**config.mk**
```make
export PLATFORM = sky130hd
export DESIGN_NAME = seq_mul_fx
export DESIGN_NICKNAME = d
export VERILOG_FILES = /design/src/rtl/seq_mul_fx.sv
export SDC_FILE = /design/constraint.sdc
export NUM_CORES = 1
export LEC_CHECK = 0
export ABC_CLOCK_PERIOD_IN_PS = 10500
export CELL_PAD_IN_SITES_DETAIL_PLACEMENT = 1
export CELL_PAD_IN_SITES_GLOBAL_PLACEMENT = 2
export CORE_MARGIN = 1.5
export CORE_UTILIZATION = 35
export CTS_BUF_LIST = sky130_fd_sc_hd__clkbuf_4 sky130_fd_sc_hd__clkbuf_8 sky130_fd_sc_hd__clkbuf_16
export DETAILED_ROUTE_END_ITERATION = 8
export DONT_BUFFER_PORTS = 1
export GPL_TIMING_DRIVEN = 1
export PLACE_DENSITY_LB_ADDON = 0.12
export SYNTH_ARGS = -nofsm -noshare
export SYNTH_HDL_FRONTEND = slang
export SYNTH_SLANG_ARGS = --single-unit
```
**constraint.sdc**
```tcl
create_clock -name clk -period 10.5 [get_ports clk]
set_input_delay 0.525 -clock clk [delete_from_list [all_inputs] [get_ports clk]]
set_output_delay 0.525 -clock clk [all_outputs]
set_load 0.005 [all_outputs]
```
**src/rtl/seq_mul_fx.sv**
```systemverilog
// Sequential unsigned fixed-point multiplier (shift-add, one partial product per clock) with round-half-up and saturation.
// Result valid SIZE+1 cycles after the accepting edge; start is ignored while busy, and there is no queuing.
module seq_mul_fx #(
   parameter int SIZE     = 96,
   parameter int DEC_SIZE = 32,
   parameter int LOG2     = 8
) (
   input  logic            clk,
   input  logic            reset,
   input  logic            start,
   input  logic [SIZE-1:0] a,
   input  logic [SIZE-1:0] b,
   output logic [SIZE-1:0] out,
   output logic            valid,
   output logic            busy,
   output logic            overflow
);

   typedef enum logic [1:0] {IDLE, RUN, FIN, DONE} state_t;

   localparam int RW = 2*SIZE - DEC_SIZE + 1;

   state_t            state, state_nxt;
   logic              accept;
   logic [SIZE-1:0]   mcand;
   logic [2*SIZE-1:0] prod;
   logic [LOG2-1:0]   cnt;
   logic [SIZE:0]     sum;
   logic              rnd_bit;
   logic [RW-1:0]     rnd_val;
   logic              sat;

   // The carry is kept in sum and shifted back into the top of prod.
   always_comb begin
      sum = {1'b0, prod[2*SIZE-1:SIZE]} + (prod[0] ? {1'b0, mcand} : {(SIZE+1){1'b0}});
   end

   generate
      if (DEC_SIZE > 0) begin : g_round
         assign rnd_bit = prod[DEC_SIZE-1];
      end else begin : g_no_round
         assign rnd_bit = 1'b0;
      end
   endgenerate

   always_comb begin
      rnd_val = {1'b0, prod[2*SIZE-1:DEC_SIZE]} + RW'(rnd_bit);
      sat     = |rnd_val[RW-1:SIZE];
   end

   always_ff @(posedge clk or posedge reset) begin
      if (reset) state <= IDLE;
      else       state <= state_nxt;
   end

   always_comb begin
      state_nxt = state;
      accept    = 1'b0;
      valid     = 1'b0;
      busy      = 1'b0;
      case (state)
         IDLE: begin
            if (start) begin
               accept    = 1'b1;
               state_nxt = RUN;
            end
         end
         RUN: begin
            busy = 1'b1;
            if (cnt == LOG2'(SIZE-1)) state_nxt = FIN;
         end
         FIN: begin
            busy      = 1'b1;
            state_nxt = DONE;
         end
         DONE: begin
            valid = 1'b1;
            if (start) begin
               accept    = 1'b1;
               state_nxt = RUN;
            end
         end
         default: state_nxt = IDLE;
      endcase
   end

   always_ff @(posedge clk or posedge reset) begin
      if (reset) begin
         mcand    <= '0;
         prod     <= '0;
         cnt      <= '0;
         out      <= '0;
         overflow <= 1'b0;
      end else if (accept) begin
         mcand <= a;
         prod  <= {{SIZE{1'b0}}, b};
         cnt   <= '0;
      end else if (state == RUN) begin
         prod <= {sum, prod[SIZE-1:1]};
         cnt  <= cnt + 1'b1;
      end else if (state == FIN) begin
         out      <= sat ? {SIZE{1'b1}} : rnd_val[SIZE-1:0];
         overflow <= sat;
      end
   end

endmodule

```
==> results of run 1 <==
==> sequential cells by signal (all words and copies together), names as in the netlist <==
register and flops:
prod 192, mcand 96, out 96, cnt 8, state 2, overflow 1
==> area by class of cell <==
| cell class | count | area, um2 |
|---|---|---|
| fillers | 8702 | 44030 |
| multi-input cells | 2554 | 15380 |
| flip-flops and latches | 395 | 9886 |
| clock buffers | 60 | 1345 |
| well taps | 959 | 1200 |
| repair buffers | 86 | 798.3 |
| clock inverters | 31 | 508.0 |
| inverters | 48 | 183.9 |
| diodes | 2 | 5.005 |
==> final timing paths <==
kind / start / endpoint / slack [ps] / depth (start not counted)
worst min register to register: mcand[67] / mcand[67] / 460 / 2
worst max register to register: prod[55] / out[92] / 4120 / 12
worst min-delay path: a[34] / mcand[34] / 30 / 2
max in group asynchronous: reset / prod[153] / 8300 / 4
worst max-delay path: prod[55] / out[92] / 4120 / 12
min in group asynchronous: reset / out[32] / 600 / 3
==> Yosys cell counts (6+ instances only) <==
library cell	count	area share (%)
xor2_1	111	3.7
o21ai_0	206	4.0
a211o_1	7	0.24
a21o_1	32	0.92
and3_1	37	0.89
nand2_1	572	8.2
nand2b_1	10	0.24
o31a_1	6	0.20
nor4_1	34	0.82
nand4_1	113	2.7
o31ai_1	11	0.32
and4_1	23	0.77
buf_1	8	0.12
or3_1	16	0.38
nor3_1	68	1.3
and2_1	110	2.6
or2_2	9	0.22
nor2_1	295	4.2
a211oi_1	27	0.78
nand3_1	109	2.1
o211ai_1	13	0.37
nand4b_1	6	0.20
a31oi_1	20	0.48
inv_1	48	0.69
o21bai_1	16	0.46
o21a_1	23	0.66
buf_2	6	0.12
mux2i_1	156	6.0
dfrtp_1	395	38
ha_1	103	4.9
or4_1	10	0.29
clkbuf_1	154	2.2
xnor2_1	100	3.4
a21oi_1	228	4.4
nor2b_1	12	0.29
==> report_power, final <==
part / total, W / internal [W] / leakage [nW] / switching, W
clock network: 0.00194 / 0.00119 / 0.896 / 0.000745
logic: 0.00347 / 0.00126 / 6.53 / 0.00220
registers: 0.00273 / 0.00203 / 4.64 / 0.000700
==> critical path: stages, from the launching register on <==
cell,delay [ps]
dfrtp_1,470
and3_1,270
nand4_1,410
or4_1,970
nor4_2,1020
o311ai_0,470
o21ai_0,260
and4_1,250
nand4_1,210
or4_1,640
nor4_4,390
buf_4,590
a21oi_1,160
==> stage by stage <==
step	hold WS [ps]	power (W)	instances	setup slack [ps]	util [%]
after floorplan	437.4	0.005058	3169	4659	-
after CTS	0.05812	0.008231	4133	4203	39.96
after detailed placement	457.0	0.006227	3990	4320	36.72
final	27.80	0.008139	4135	4117	39.96
after global placement	452.9	0.006119	3989	4304	36.71
after global routing	10.67	0.008738	4135	3855	39.96
==> per-layer routing <==
metal | part of all wire [%] | wire, um
met5 | 0.026 | 25
met4 | 2.6 | 2507
met3 | 4.2 | 4039
met2 | 47 | 45330
met1 | 46 | 43860
==> logic make-up after synthesis <==
group / share of synthesized area [%]
simple gates: 26.27
compound gates: 14.39
flops: 37.91
buf+inv: 3.297
xor+xnor: 7.088
mux: 6.032
fa+ha+maj: 5.019
==> summary.txt, run 1 <==
Routing
  – Final antenna-violating net count: 0
  – Post-DR wirelength/cell: around 23 um
  – Final WL: approximately 96000 um
  – Via count: roughly 24k
  – DRT iter0 DRCs: 1500
  – DRC: 0
  – Drt pass-1 iters: 5
  – Vias per cell: 5.696

Setup path
  – Worst Setup Start Kind: flop
  – Crit. End Element: flop
  – Crit-path max FO: 57
  – WP data arrival: around 6800 ps
  – Critical path class: flop to flop
  – WP data required: between 10000 and 15000 ps

Pwr
  – Pwr Density: around 280 mW/mm2
  – P_leak: about 12 nW
  – Max VDD drop: ~0.17 mV

Cells and area
  – P&R area growth vs syn: 12.39%
  – Commonest non-fill, non-tap cell in the layout: nand2_1
  – Post-route cell area: 0.02930 mm2
  – Most frequent cells in the layout: nand2_1, dfrtp_1, nor2_1
  – NumNets Final: around 3.4k
  – Share of cells above drive strength 1: under 10%

Timing
  – RSZ-0062 raised after global routing: no
  – Min cycle time layout: ~6400 ps
  – Fmax: about 0.16 GHz
  – Final Setup Violations: 0
  – Clock skew: 37.77 ps
  – Rel. slew slack: between 10% and 20%
  – TNS Setup: 0 ps
  – Max Slew Vio Count: 0
  – Final Hold Vio Count: 0
  – Post-route clock period utilization: 60.79%
  – Worst Tran Pin Value: about 1200 ps

Run
  – Max-Cap Viols: 0

Floorplanning
  – Core Region: approximately 0.073 mm2
  – Die area: 0.07614 mm2
  – Die Ht: between 200 and 300 um
  – Initial Util: 35.56%
  – Cell row count: just under 100
  – Die width: 275.9 um
  – IO Pins: about 290

Global route
  – Largest net degree at the start of global routing: about 230
  – Global Route Usage Sum: 24.90%
  – Met3 usage: about 3.2%
  – Initial antenna violation count: 4
  – Met1 Usage GRT: between 30% and 40%
  – First-pass GRT wire length: 148400 um
  – Most crowded layer after global routing: met2
  – GR Layer Usage met2: between 40% and 50%
  – Vias in the first global route: 24.60k
  – Grt ovf: 0

Yosys
  – Sequential area share after synthesis: between 30% and 40%
  – Post-synth EDFFs: 0
  – Post-synth top flop: dfrtp_1
  – Post-synthesis register bit count: a little under 400
  – Number of library cell types mapped by synthesis: 69
  – Cells after Synth: 3169
  – Synth warn: 0
  – Syn_area_per_cell: slightly above 8 um2
  – Syn nets: 3468
  – Post-synthesis async set-or-reset flop share: 100.0%
  – Netlist Area Pre-Place: 0.02607 mm2

Status
  – Outcome: complete, no violations

Clocking
  – Number of setup buffers added after CTS: 0
  – Root Driver: clkbuf_16
  – Skew-Pair Late Insertion Delay: 630 ps
  – Hold Buf Count CTS: 52
  – Max Root-Sink Buffers: 3
  – CTS tree: done
  – CTS Buf Count: 50
  – Clock slew seen by the registers of the worst setup and hold paths: approximately 60 ps
  – Sink Count: slightly below 400
  – Post-CTS Resized: 0
  – H-tree depth: 2

Min path
  – Worst Hold Class: input pin to flop

Placement
  – Placed cell area: 0.02693 mm2
  – Detail Placement HPWL: 71270 um
  – IO buf count: 0
  – GPL Wtd Cong: 0.9062
(Power assumes the default switching activity.)
==> run 2, diff against run 1 <==
--- a/config.mk
+++ b/config.mk
@@ -5,11 +5,11 @@
 export SDC_FILE = /design/constraint.sdc
 export NUM_CORES = 1
 export LEC_CHECK = 0
-export ABC_CLOCK_PERIOD_IN_PS = 10500
+export ABC_CLOCK_PERIOD_IN_PS = 6310
 export CELL_PAD_IN_SITES_DETAIL_PLACEMENT = 1
 export CELL_PAD_IN_SITES_GLOBAL_PLACEMENT = 2
 export CORE_MARGIN = 1.5
-export CORE_UTILIZATION = 35
+export CORE_UTILIZATION = 39
 export CTS_BUF_LIST = sky130_fd_sc_hd__clkbuf_4 sky130_fd_sc_hd__clkbuf_8 sky130_fd_sc_hd__clkbuf_16
 export DETAILED_ROUTE_END_ITERATION = 8
 export DONT_BUFFER_PORTS = 1
==> constraint.sdc (replaced) <==
create_clock -name clk -period 6.31 [get_ports clk]
set_input_delay 0.3155 -clock clk [delete_from_list [all_inputs] [get_ports clk]]
set_output_delay 0.3155 -clock clk [all_outputs]
set_load 0.005 [all_outputs]
==> summary.txt, run 2 (synthesis results as in run 1) <==
Clocking
  – CTS Buf Count: 48 (was 50)
  – Hold Buf Count CTS: 194 (was 52)
  – Max Root-Sink Buffers: 3 (unchanged)
  – H-tree depth: 2 (unchanged)
  – Clock slew seen by the registers of the worst setup and hold paths: 60 ps (about the same)
  – Post-CTS Resized: 0 (unchanged)
  – Skew-Pair Late Insertion Delay: 610 ps (was 630 ps)
  – CTS tree: done (unchanged)
  – Root Driver: clkbuf_16 (unchanged)
  – Number of setup buffers added after CTS: 0 (unchanged)
  – Sink Count: 395 (unchanged)

Min path
  – Worst Hold Class: input pin to flop (unchanged)
  – Hold depth: 3 (was 2)

Routing
  – Post-DR wirelength/cell: 22.62 um (was 23.16 um)
  – Final antenna-violating net count: 0 (unchanged)
  – Top sig layer: met4 (was met5)
  – DRT iter0 DRCs: 1563 (was 1500)
  – M1 WL: 43140 um (was 43860 um)
  – Met2 WL: 45770 um (was 45330 um)
  – DRC: 38 (was 0)
  – Via count: 24.03k (was 23.55k)
  – Vias per cell: 5.740 (was 5.696)
  – Drt pass-1 iters: 9 (was 5)
  – Routed wl met3: 3492 um (was 4039 um)
  – Final WL: 94730 um (was 95770 um)

Floorplanning
  – Die area: 0.06842 mm2 (was 0.07614 mm2)
  – Die width: 261.6 um (was 275.9 um)
  – IO Pins: 294 (unchanged)
  – Core Region: 0.06598 mm2 (was 0.07333 mm2)
  – Initial Util: 39.52% (was 35.56%)
  – Cell row count: 94 (was 99)
  – Die Ht: 261.6 um (was 275.9 um)

Pwr
  – Pwr Density: 437.0 mW/mm2 (was 277.7 mW/mm2)
  – Clock share of power: 22.5% (was 23.8%)
  – P_leak: 12.66 nW (was 12.07 nW)
  – Comb power frac: 43.3% (was 42.6%)
  – Sequential share of power: 34.2% (was 33.6%)
  – Switching fraction of total power: 44.82% (was 44.84%)
  – P_sw: 0.005983 W (was 0.003649 W)
  – Max VDD drop: 0.2851 mV (was 0.1747 mV)
  – Pint: 0.007365 W (was 0.004490 W)

Cells and area
  – Max reg flops: 192 (unchanged)
  – Layout Utilization: 46.29% (was 39.96%)
  – NumNets Final: 3580 (was 3434)
  – Fillers: 7813 (was 8702)
  – P&R area growth vs syn: 17.15% (was 12.39%)
  – Commonest non-fill, non-tap cell in the layout: nand2_1 (unchanged)
  – Share of cells above drive strength 1: 4.849% (was 4.946%)
  – Top reg by flops: prod (unchanged)
  – Most frequent cells in the layout: nand2_1, dfrtp_1, nor2_1 (unchanged)
  – Top flop regs: prod x192, mcand x96, out x96 (unchanged)

Placement
  – Detail Placement HPWL: 68520 um (was 71270 um)
  – GPL Wtd Cong: 0.9165 (was 0.9062)
  – IO buf count: 0 (unchanged)

Timing
  – Clock skew: 25.31 ps (was 37.77 ps)
  – TNS Setup: 0 ps (unchanged)
  – Worst Tran Pin Value: 1228 ps (was 1243 ps)
  – Post-route clock period utilization: 89.32% (was 60.79%)
  – Final Hold Vio Count: 0 (unchanged)
  – Max Slew Vio Count: 0 (unchanged)
  – Hold slack: 247.3 ps (was 27.80 ps)
  – Min cycle time layout: 5636 ps (was 6383 ps)
  – Final Setup Violations: 0 (unchanged)
  – Rel. slew slack: 18.10% (was 16.52%)
  – RSZ-0062 raised after global routing: no (unchanged)
  – Fmax: 0.1774 GHz (was 0.1567 GHz)

Setup path
  – WP data arrival: 6150 ps (was 6830 ps)
  – Critical path's slowest cell: dfrtp_2 (was nor4_2)
  – Crit. End Element: flop (unchanged)
  – WP data required: 6820 ps (was 10940 ps)
  – Most frequent CP cell: o21ai_0
  – Worst Setup Start Kind: flop (unchanged)
  – Cell chain of the critical path: and2_1 -> ha_1 -> inv_1 -> fa_1 -> nor2b_1 -> o31a_1 -> o21ai_0 -> a2111oi_0 -> o21ai_0 -> a21boi_0 -> o21ai_0 -> o21ai_0 -> a21oi_1 -> nor3b_1 -> nor3_1 (was and3_1 -> nand4_1 -> or4_1 -> nor4_2 -> o311ai_0 -> o21ai_0 -> and4_1 -> nand4_1 -> or4_1 -> nor4_4 -> buf_4 -> a21oi_1)
  – Peak per-stage delay on the critical path: 1160 ps (was 1020 ps)
  – Crit-path max FO: 70 (was 57)
  – Critical path class: flop to flop (unchanged)
  – R2R depth: 15 (was 12)

Global route
  – Grt ovf: 0 (unchanged)
  – Initial antenna violation count: 2 (was 4)
  – Vias in the first global route: 25.17k (was 24.60k)
  – First-pass GRT wire length: 148100 um (was 148400 um)
  – Global Route Usage Sum: 27.41% (was 24.90%)
  – Largest net degree at the start of global routing: 149 (was 231)

Run
  – Max-Cap Viols: 0 (unchanged)

Status
  – Outcome: finished, violations left (was complete, no violations)
  – Violated checks: DRC
==> run 2: metal layers <==
| layer | track usage [%] | vias up |
|---|---|---|
| met2 | 46.64 | 441 |
| met1 | 36.94 | 12089 |
| li1 | - | 11373 |
| met3 | 3.010 | 131 |
| met5 | 0 | - |
| met4 | 7.248 | 0 |
==> run 2: through the flow <==
| step | std cells | setup slack [ps] | power [W] | area, um2 |
|---|---|---|---|---|
| detailed placement | 3901 | 626.6 | 0.01025 | 26880 |
| CTS | 4184 | 573.1 | 0.01342 | 30540 |
| floorplan | 3169 | 678.7 | 0.008417 | 26080 |
| global route | 4186 | 146.3 | 0.01434 | 30540 |
| finish | 4187 | 674.1 | 0.01335 | 30540 |
| global placement | 3901 | 760.8 | 0.01006 | 26880 |
==> run 2: critical path, delay by kind of cell (launching register included) <==
family / cells / cell delay, ps
buffers and inverters: 1 / 60
adder cells (fa/ha/maj): 2 / 560
flip-flops: 1 / 1160
AO/OA/AOI/OAI: 8 / 2910
AND/OR/NAND/NOR: 4 / 820
==> run 2: power groups by stage <==
| stage | logic (W) | clock network (W) | registers [W] |
|---|---|---|---|
| 2_1_floorplan | 0.00440 | 0 | 0.00402 |
| 3_3_place_gp | 0.00549 | 0 | 0.00456 |
| 3_5_place_dp | 0.00565 | 0 | 0.00459 |
| 4_1_cts | 0.00579 | 0.00307 | 0.00456 |
| 5_1_grt | 0.00646 | 0.00317 | 0.00471 |
| 6_report | 0.00578 | 0.00300 | 0.00457 |
==> run 2: path summary, 6_finish.rpt <==
| check | start | to | slack [ps] |
|---|---|---|---|
| setup / recovery | prod[0] | prod[145] | 670 |
| setup reg to reg | prod[0] | prod[145] | 670 |
| min in group asynchronous | reset | out[43] | 400 |
| max in group asynchronous | reset | mcand[74] | 4500 |
| hold / removal | start | mcand[95] | 250 |
| hold reg to reg | mcand[72] | mcand[72] | 470 |
==> run 2: final cells by class <==
| class | count | area, um2 | area share [%] |
|---|---|---|---|
| Multi-Input combinational cell | 2554 | 15380 | 50.34 |
| Sequential cell | 395 | 9886 | 32.37 |
| Clock inverter | 15 | 239.0 | 0.7824 |
| Clock buffer | 74 | 1478 | 4.838 |
| Timing Repair Buffer | 234 | 2292 | 7.505 |
| Tap cell | 864 | 1081 | 3.539 |
| Inverter | 48 | 183.9 | 0.6022 |
| Antenna cell | 3 | 7.507 | 0.02458 |
==> run 3, diff against run 2 <==
--- a/config.mk
+++ b/config.mk
@@ -5,11 +5,11 @@
 export SDC_FILE = /design/constraint.sdc
 export NUM_CORES = 1
 export LEC_CHECK = 0
-export ABC_CLOCK_PERIOD_IN_PS = 6310
+export ABC_CLOCK_PERIOD_IN_PS = 7200
 export CELL_PAD_IN_SITES_DETAIL_PLACEMENT = 1
 export CELL_PAD_IN_SITES_GLOBAL_PLACEMENT = 2
 export CORE_MARGIN = 1.5
-export CORE_UTILIZATION = 39
+export CORE_UTILIZATION = 42
 export CTS_BUF_LIST = sky130_fd_sc_hd__clkbuf_4 sky130_fd_sc_hd__clkbuf_8 sky130_fd_sc_hd__clkbuf_16
 export DETAILED_ROUTE_END_ITERATION = 8
 export DONT_BUFFER_PORTS = 1
==> constraint.sdc (replaced) <==
create_clock -name clk -period 7.2 [get_ports clk]
set_input_delay 0.36 -clock clk [delete_from_list [all_inputs] [get_ports clk]]
set_output_delay 0.36 -clock clk [all_outputs]
set_load 0.005 [all_outputs]
==> summary.txt, run 3 (synthesis results as in run 1) <==
Status
  – Outcome: complete, no violations (was finished, violations left)

Timing
  – Max Slew Vio Count: 0 (unchanged)
  – Clock skew: 34.69 ps (was 25.31 ps)
  – Final Setup Violations: 0 (unchanged)
  – Min cycle time layout: 5713 ps (was 5636 ps)
  – RSZ-0062 raised after global routing: no (unchanged)
  – Worst Tran Pin Value: 1266 ps (was 1228 ps)
  – Fmax: 0.1750 GHz (was 0.1774 GHz)
  – Post-route clock period utilization: 79.35% (was 89.32%)
  – Final Hold Vio Count: 0 (unchanged)
  – Rel. slew slack: 14.94% (was 18.10%)
  – TNS Setup: 0 ps (unchanged)

Global route
  – Global Route Usage Sum: 29.69% (was 27.41%)
  – Most crowded layer after global routing: met2 (unchanged)
  – Vias in the first global route: 25.57k (was 25.17k)
  – Met1 Usage GRT: 39.67% (was 36.94%)
  – Initial antenna violation count: 3 (was 2)
  – GR Layer Usage met2: 50.74% (was 46.64%)
  – First-pass GRT wire length: 149300 um (was 148100 um)
  – Grt ovf: 0 (unchanged)
  – Met3 usage: 3.429% (was 3.010%)
  – Largest net degree at the start of global routing: 185 (was 149)

Cells and area
  – Post-route cell area: 0.03038 mm2 (was 0.03054 mm2)
  – P&R area growth vs syn: 16.51% (was 17.15%)
  – Commonest non-fill, non-tap cell in the layout: nand2_1 (unchanged)
  – Max reg flops: 192 (unchanged)
  – Top flop regs: prod x192, mcand x96, out x96 (unchanged)
  – Share of cells above drive strength 1: 4.679% (was 4.849%)
  – NumNets Final: 3576 (was 3580)
  – Most frequent cells in the layout: nand2_1, dfrtp_1, nor2_1 (unchanged)
  – Top reg by flops: prod (unchanged)

Setup path
  – Crit path max-delay family: simple AND/OR/NAND/NOR gates (was compound AO/OA/AOI/OAI gates)
  – Critical path class: flop to flop (unchanged)
  – Critical path's slowest cell: nor4_1 (was dfrtp_2)
  – WP data arrival: 6140 ps (was 6150 ps)
  – Crit. End Element: flop (unchanged)
  – Peak per-stage delay on the critical path: 1010 ps (was 1160 ps)
  – Number of buffers and inverters on the critical path: 1 (unchanged)
  – Crit-path max FO: 77 (was 70)
  – Cell chain of the critical path: nand2_1 -> nor4_1 -> and3_1 -> nand4_1 -> nor2_1 -> xnor2_1 -> nand4_1 -> or4_1 -> or4_1 -> nor4_4 -> buf_4 -> a21oi_1 (was and2_1 -> ha_1 -> inv_1 -> fa_1 -> nor2b_1 -> o31a_1 -> o21ai_0 -> a2111oi_0 -> o21ai_0 -> a21boi_0 -> o21ai_0 -> o21ai_0 -> a21oi_1 -> nor3b_1 -> nor3_1)
  – WP data required: 7620 ps (was 6820 ps)
  – Worst Setup Start Kind: flop (unchanged)

Routing
  – DRC: 0 (was 38)
  – Vias per cell: 5.920 (was 5.740)
  – Post-DR wirelength/cell: 23.24 um (was 22.62 um)
  – Drt pass-1 iters: 5 (was 9)
  – Via count: 24.30k (was 24.03k)
  – Final WL: 95410 um (was 94730 um)
  – DRT iter0 DRCs: 1581 (was 1563)
  – Final antenna-violating net count: 0 (unchanged)

Floorplanning
  – Die width: 252.2 um (was 261.6 um)
  – Initial Util: 42.41% (was 39.52%)
  – IO Pins: 294 (unchanged)
  – Die Ht: 252.2 um (was 261.6 um)
  – Cell row count: 91 (was 94)
  – Core Region: 0.06148 mm2 (was 0.06598 mm2)
  – Die area: 0.06358 mm2 (was 0.06842 mm2)

Clocking
  – CTS tree: done (unchanged)
  – Max Root-Sink Buffers: 3 (unchanged)
  – Sink Count: 395 (unchanged)
  – CTS Buf Count: 48 (unchanged)
  – Clock slew seen by the registers of the worst setup and hold paths: 60 ps (about the same)
  – Skew-Pair Late Insertion Delay: 600 ps (was 610 ps)
  – Number of setup buffers added after CTS: 0 (unchanged)
  – H-tree depth: 2 (unchanged)
  – Post-CTS Resized: 0 (unchanged)
  – Root Driver: clkbuf_16 (unchanged)

Pwr
  – P_sw: 0.005283 W (was 0.005983 W)
  – Max VDD drop: 0.2976 mV (was 0.2851 mV)
  – Clock share of power: 22.2% (was 22.5%)
  – P_leak: 12.63 nW (was 12.66 nW)
  – Comb power frac: 44.0% (was 43.3%)
  – Pwr Density: 386.6 mW/mm2 (was 437.0 mW/mm2)
  – Pint: 0.006462 W (was 0.007365 W)
  – Switching fraction of total power: 44.98% (was 44.82%)
  – Sequential share of power: 33.8% (was 34.2%)

Placement
  – GPL Wtd Cong: 0.9391 (was 0.9165)
  – Detail Placement HPWL: 69320 um (was 68520 um)
  – Placed cell area: 0.02675 mm2 (was 0.02688 mm2)
  – IO buf count: 0 (unchanged)

Run
  – Max-Cap Viols: 0 (unchanged)

Min path
  – Worst Hold Class: input pin to flop (unchanged)
-- run 3: timing repair --
action / in CTS / in global routing
endpoints found under the setup margin: 0 / 0
hold buffers: 193 / 0
endpoints found under the hold margin: 214 / 0
-- run 3: through the flow --
stage | util (%) | worst slack, ps | std cells | power [W] | hold WS [ps]
after floorplan | - | 1524 | 3169 | 0.007377 | 437.4
after global placement | 43.51 | 1721 | 3824 | 0.008817 | 288.8
after detailed placement | 43.51 | 1562 | 3824 | 0.009008 | 292.3
after CTS | 49.40 | 1493 | 4103 | 0.01177 | 56.68
after global routing | 49.41 | 1028 | 4105 | 0.01255 | 103.9
final | 49.41 | 1487 | 4105 | 0.01175 | 87.19
-- run 3: area by class of cell --
| class | instances | area, um2 |
|---|---|---|
| diodes | 2 | 5.005 |
| clock buffers | 67 | 1429 |
| clock inverters | 19 | 262.8 |
| fillers | 7287 | 31100 |
| inverters | 48 | 183.9 |
| multi-input cells | 2554 | 15380 |
| flip-flops and latches | 395 | 9886 |
| well taps | 790 | 988.4 |
| repair buffers | 230 | 2247 |
-- run 3: path summary, 6_finish.rpt --
check	from	endpoint	slack, ps	cells after the start
worst max-delay path	prod[63]	out[27]	1490	12
worst min-delay path	start	state[0]	90	2
worst max register to register	prod[63]	out[27]	1490	12
worst min register to register	mcand[69]	mcand[69]	460	2
max in group asynchronous	reset	mcand[50]	4960	4
min in group asynchronous	reset	out[42]	280	2
-- run 3: power by group through the flow --
| stage | Sequential [W] | Clock [W] | Combinational (W) |
|---|---|---|---|
| floorplan | 0.00352 | 0 | 0.00386 |
| global placement | 0.00394 | 0 | 0.00488 |
| detailed placement | 0.00398 | 0 | 0.00503 |
| CTS | 0.00395 | 0.00266 | 0.00516 |
| global route | 0.00408 | 0.00273 | 0.00574 |
| finish | 0.00397 | 0.00261 | 0.00516 |
-- run 3: per-layer routing --
layer | vias up | share of wire [%]
met5 | - | 0.014
met4 | 2 | 2.7
met3 | 142 | 4.0
met2 | 526 | 49
met1 | 12264 | 45
li1 | 11366 | -
